[src/rtl/vga_timing_pkg.sv]
// Shared raster constants, axis-total helpers and the per-axis phase type
// for the VGA timing generator.
package vga_timing_pkg;

    localparam int DEF_H_ACTIVE = 640;
    localparam int DEF_H_FP     = 16;
    localparam int DEF_H_SYNC   = 96;
    localparam int DEF_H_BP     = 48;
    localparam int DEF_V_ACTIVE = 480;
    localparam int DEF_V_FP     = 10;
    localparam int DEF_V_SYNC   = 2;
    localparam int DEF_V_BP     = 33;
    localparam int DEF_CW       = 10;

    typedef enum logic [1:0] {
        PH_ACTIVE = 2'd0,
        PH_FP     = 2'd1,
        PH_SYNC   = 2'd2,
        PH_BP     = 2'd3
    } phase_e;

    function automatic int axis_total(input int active, input int fp, input int sync, input int bp);
        return active + fp + sync + bp;
    endfunction

    function automatic int h_total(input int h_active, input int h_fp, input int h_sync, input int h_bp);
        return axis_total(h_active, h_fp, h_sync, h_bp);
    endfunction

    function automatic int v_total(input int v_active, input int v_fp, input int v_sync, input int v_bp);
        return axis_total(v_active, v_fp, v_sync, v_bp);
    endfunction

endpackage

[src/rtl/vga_axis_counter.sv]
// One raster axis: a wrapping position counter with its phase decoded
// combinationally from the count, so no separate phase state is kept.
module vga_axis_counter
    import vga_timing_pkg::*;
#(
    parameter int ACTIVE = DEF_H_ACTIVE,
    parameter int FP     = DEF_H_FP,
    parameter int SYNC   = DEF_H_SYNC,
    parameter int BP     = DEF_H_BP,
    parameter int CW     = DEF_CW
) (
    input  logic          i_clk,
    input  logic          i_rst_n,
    input  logic          i_clr,
    input  logic          i_en,
    output logic [CW-1:0] o_cnt,
    output logic          o_wrap,
    output phase_e        o_phase
);

    localparam int TOTAL = axis_total(ACTIVE, FP, SYNC, BP);
    localparam logic [CW-1:0] LAST     = CW'(TOTAL - 1);
    localparam logic [CW-1:0] FP_START = CW'(ACTIVE);
    localparam logic [CW-1:0] SY_START = CW'(ACTIVE + FP);
    localparam logic [CW-1:0] BP_START = CW'(ACTIVE + FP + SYNC);

    logic [CW-1:0] r_cnt;
    logic          w_last;

    assign w_last = (r_cnt == LAST);
    // Wrap is only meaningful while the axis is enabled and not being cleared.
    assign o_wrap = i_en && !i_clr && w_last;
    assign o_cnt  = r_cnt;

    always_ff @(posedge i_clk or negedge i_rst_n) begin
        if (!i_rst_n) begin
            r_cnt <= '0;
        end else if (i_clr) begin
            r_cnt <= '0;
        end else if (i_en) begin
            if (w_last) begin
                r_cnt <= '0;
            end else begin
                r_cnt <= r_cnt + 1'b1;
            end
        end
    end

    always_comb begin
        o_phase = PH_ACTIVE;
        if (r_cnt >= BP_START) begin
            o_phase = PH_BP;
        end else if (r_cnt >= SY_START) begin
            o_phase = PH_SYNC;
        end else if (r_cnt >= FP_START) begin
            o_phase = PH_FP;
        end
    end

endmodule

[src/rtl/vga_timing_gen.sv]
// VGA raster timing generator: two axis counters held clear until PLL lock,
// followed by a single register stage for sync, data-enable, coordinates and frame start.
module vga_timing_gen
    import vga_timing_pkg::*;
#(
    parameter int   H_ACTIVE = DEF_H_ACTIVE,
    parameter int   H_FP     = DEF_H_FP,
    parameter int   H_SYNC   = DEF_H_SYNC,
    parameter int   H_BP     = DEF_H_BP,
    parameter int   V_ACTIVE = DEF_V_ACTIVE,
    parameter int   V_FP     = DEF_V_FP,
    parameter int   V_SYNC   = DEF_V_SYNC,
    parameter int   V_BP     = DEF_V_BP,
    parameter logic HS_POL   = 1'b0,
    parameter logic VS_POL   = 1'b0,
    parameter int   CW       = DEF_CW
) (
    input  logic          i_clk,
    input  logic          i_rst_n,
    input  logic          i_locked,
    output logic          o_hsync,
    output logic          o_vsync,
    output logic          o_de,
    output logic [CW-1:0] o_pix_x,
    output logic [CW-1:0] o_pix_y,
    output logic          o_frame_start
);

    logic [CW-1:0] w_h_cnt;
    logic [CW-1:0] w_v_cnt;
    logic          w_h_wrap;
    logic          w_v_wrap;
    phase_e        w_h_phase;
    phase_e        w_v_phase;
    logic          w_clr;
    logic          w_de;

    logic          r_hsync;
    logic          r_vsync;
    logic          r_de;
    logic [CW-1:0] r_pix_x;
    logic [CW-1:0] r_pix_y;
    logic          r_frame_start;

    assign w_clr = ~i_locked;

    vga_axis_counter #(
        .ACTIVE (H_ACTIVE),
        .FP     (H_FP),
        .SYNC   (H_SYNC),
        .BP     (H_BP),
        .CW     (CW)
    ) u_h_axis (
        .i_clk   (i_clk),
        .i_rst_n (i_rst_n),
        .i_clr   (w_clr),
        .i_en    (1'b1),
        .o_cnt   (w_h_cnt),
        .o_wrap  (w_h_wrap),
        .o_phase (w_h_phase)
    );

    // The vertical axis steps once per line, so VSYNC is inherently line-aligned.
    vga_axis_counter #(
        .ACTIVE (V_ACTIVE),
        .FP     (V_FP),
        .SYNC   (V_SYNC),
        .BP     (V_BP),
        .CW     (CW)
    ) u_v_axis (
        .i_clk   (i_clk),
        .i_rst_n (i_rst_n),
        .i_clr   (w_clr),
        .i_en    (w_h_wrap),
        .o_cnt   (w_v_cnt),
        .o_wrap  (w_v_wrap),
        .o_phase (w_v_phase)
    );

    assign w_de = (w_h_phase == PH_ACTIVE) && (w_v_phase == PH_ACTIVE);

    always_ff @(posedge i_clk or negedge i_rst_n) begin
        if (!i_rst_n) begin
            r_hsync       <= ~HS_POL;
            r_vsync       <= ~VS_POL;
            r_de          <= 1'b0;
            r_pix_x       <= '0;
            r_pix_y       <= '0;
            r_frame_start <= 1'b0;
        end else if (!i_locked) begin
            r_hsync       <= ~HS_POL;
            r_vsync       <= ~VS_POL;
            r_de          <= 1'b0;
            r_pix_x       <= '0;
            r_pix_y       <= '0;
            r_frame_start <= 1'b0;
        end else begin
            r_hsync       <= (w_h_phase == PH_SYNC) ? HS_POL : ~HS_POL;
            r_vsync       <= (w_v_phase == PH_SYNC) ? VS_POL : ~VS_POL;
            r_de          <= w_de;
            r_pix_x       <= w_de ? w_h_cnt : '0;
            r_pix_y       <= w_de ? w_v_cnt : '0;
            r_frame_start <= (w_h_cnt == '0) && (w_v_cnt == '0);
        end
    end

    assign o_hsync       = r_hsync;
    assign o_vsync       = r_vsync;
    assign o_de          = r_de;
    assign o_pix_x       = r_pix_x;
    assign o_pix_y       = r_pix_y;
    assign o_frame_start = r_frame_start;

    // End-of-frame wrap is implied by both counters returning to zero together.
    logic w_unused;
    assign w_unused = w_v_wrap;

endmodule

[config.mk]
export PLATFORM = sky130hd
export DESIGN_NAME = vga_timing_gen
export DESIGN_NICKNAME = d
export VERILOG_FILES = /design/src/rtl/vga_timing_pkg.sv /design/src/rtl/vga_axis_counter.sv /design/src/rtl/vga_timing_gen.sv
export SDC_FILE = /design/constraint.sdc
export NUM_CORES = 1
export LEC_CHECK = 0
export ABC_AREA = 1
export CELL_PAD_IN_SITES_DETAIL_PLACEMENT = 1
export CELL_PAD_IN_SITES_GLOBAL_PLACEMENT = 2
export CORE_ASPECT_RATIO = 1.2
export CORE_UTILIZATION = 34
export CTS_BUF_LIST = sky130_fd_sc_hd__clkbuf_8
export DETAILED_ROUTE_END_ITERATION = 12
export PLACE_DENSITY_LB_ADDON = 0.1
export SLEW_MARGIN = 10
export SYNTH_ARGS = -nofsm -noshare
export SYNTH_HDL_FRONTEND = slang
export SYNTH_HIERARCHICAL = 1
export SYNTH_SLANG_ARGS = --single-unit
[constraint.sdc]
create_clock -name i_clk -period 2.05 [get_ports i_clk]
set_input_delay 0.41 -clock i_clk [delete_from_list [all_inputs] [get_ports i_clk]]
set_output_delay 0.41 -clock i_clk [all_outputs]
set_load 0.005 [all_outputs]
==> flow_metrics.py <==
metrics = {
    "setup_path": {
        "reg2reg_depth": 9,
        "critPathCaptureType": "register",
        "critical_path_arrival_ps": 2060,
        "worst-path-stages": 9,
        "worstPathMaxFanout": 5,
        "worst_path_largest_cell_delay_ps": 420,
        "cp-start-kind": "register",
        "crit_family": "simple AND/OR/NAND/NOR gates",
        "timing.critical_path.buf_inv": 1,
        "cp-startpoint": "u_h_axis/o_cnt[1]",
        "reg2reg_from": "u_h_axis/o_cnt[1]",
        "crit_type": "register to register",
        "path_cells": "ha_1 > nand3_2 > clkinv_1 > nand3_2 > nor3_1 > nand2_1 > a21oi_4 > nand2_1 > o21ai_1",
        "cp.required_ps": 2270,
        "slowest_stage": "dfrtp_1",
    },
    "drt": {
        "routed.top_layer": "met4",
        "wl_per_cell_microns": 14.3,
        "wl_met3_microns": 98,
        "vias": 1909,
        "drt_iter0_drc": 71,
        "wl_microns": 5950,
        "m1WireLength_microns": 2450,
        "met2_wirelength_microns": 3300,
        "viasPerCell": 4.60,
        "drcViolationCount": 0,
        "postRouteAntennaNets": 0,
        "drt_first_pass_iters": 2,
    },
    "global_route": {
        "grt_pass1_wl_microns": 9960,
        "grt_max_degree": 18,
        "antenna_found_initial": 0,
        "grt_overflow": 0,
        "grt_pass1_vias": 2067,
        "grt_use_total": 0.182,
    },
    "clock_network": {
        "cts_root_buffer": "clkbuf_8",
        "h-tree-depth": 2,
        "clk_latency_ps": 290,
        "cts.sinks": 44,
        "post_cts_buffers": 0,
        "cts_made_buffers": 5,
        "ctsResizeCount": 0,
        "clk_pin_slew_worst_paths_ps": 80,
        "clockBufferDepth": 2,
        "cts_tree": "yes",
        "holdBufCountCts": 0,
    },
    "sta": {
        "setup_viol": 0,
        "rsz0062_at_grt": "false",
        "period_needed_ps": 1840,
        "hold_viol_final": 0,
        "timing.fmax_mhz": 542,
        "slew_viol_final": 0,
        "tns_ps": 0,
        "period_share": 0.900,
        "clock_skew_ps": 3.50,
    },
    "final_layout": {
        "drive_gt1_frac": 0.197,
        "final_cell_mix": "nand2_1 (65), inv_1 (52), dfrtp_1 (41), nor2_1 (26), clkdlybuf4s50_1 (25)",
        "stdcell_area_sq_um": 2860,
        "area_growth_pct": 24.5,
        "antenna_cells": 0,
        "instances_no_fill": 415,
        "fin_nets": 336,
        "final_common_cell": "nand2_1",
        "final_core_util": 0.441,
    },
    "logic_synthesis": {
        "ys.warnings.count": 6,
        "synthCells": 280,
        "syn_area_per_cell_sq_um": 8.21,
        "netlist_area_sq_um": 2300,
    },
    "placed_design": {
        "gp_congestion": 0.812,
        "dp_cells": 406,
        "io_buffers": 26,
        "hpwl_microns": 4590,
        "placed_area_sq_um": 2760,
    },
    "power_and_ir_drop": {
        "ir_drop_v": 0.000198,
        "leakage_nw": 1.35,
        "p_per_area_nw_per_um2": 536,
    },
    "die": {
        "start_util": 0.354,
        "num_io_pins": 27,
        "core_area_sq_um": 6490,
        "rows": 32,
        "die_width_microns": 77.1,
        "dieHeight_microns": 92.1,
        "die-area_sq_um": 7090,
    },
    "outcome": {
        "status": "completed",
    },
    "job": {
        "max_cap_violations": 0,
    },
    "hold_path": {
        "hp-class": "input port to asynchronous set/reset pin",
    },
}
-- metal layers --
metal	up-vias	GRT usage
met5	-	0
li1	946	-
met2	16	0.342
met3	9	0.0289
met1	938	0.204
met4	0	0.0708
-- worst paths after layout --
kind,end,slack (ps)
max in group asynchronous,o_hsync,1360
max reg2reg,u_v_axis/o_cnt[1],210
min in group i_clk,o_pix_y[1],580
min,o_pix_y[9],40
min reg2reg,o_pix_y[1],580
max,u_v_axis/o_cnt[1],210
-- final cells by class --
| class | instances | area (sq um) |
|---|---|---|
| inverter | 53 | 199 |
| sequential | 44 | 1100 |
| fill | 819 | 3620 |
| tap | 85 | 106 |
| clock inverter | 2 | 7.51 |
| clock buffer | 6 | 82.6 |
| multi-input combinational | 182 | 978 |
| timing repair buffer | 43 | 383 |
-- stage by stage --
stage	power [mW]	hold slack, ps	setup WS (ps)
final	1.53	44.4	206
after global routing	1.59	63.0	11.7
after CTS	1.56	43.9	143
after detailed placement	0.993	368	80.3
after global placement	0.991	365	144
after floorplan	0.938	114	366
-- power breakdown --
part,total (mW),switching [mW],internal (mW)
registers,0.880,0.00476,0.876
logic,0.0937,0.0614,0.0323
clock network,0.560,0.294,0.266
-- state kept, by name (all words and copies together), names as in the netlist --
| name | count |
|---|---|
| o_pix_y | 10 |
| o_hsync | 1 |
| u_h_axis/o_cnt | 10 |
| u_v_axis/o_cnt | 10 |
| o_de | 1 |
| o_vsync | 1 |
| o_frame_start | 1 |
| o_pix_x | 10 |
No activity file was read; power rests on OpenSTA's default activity.
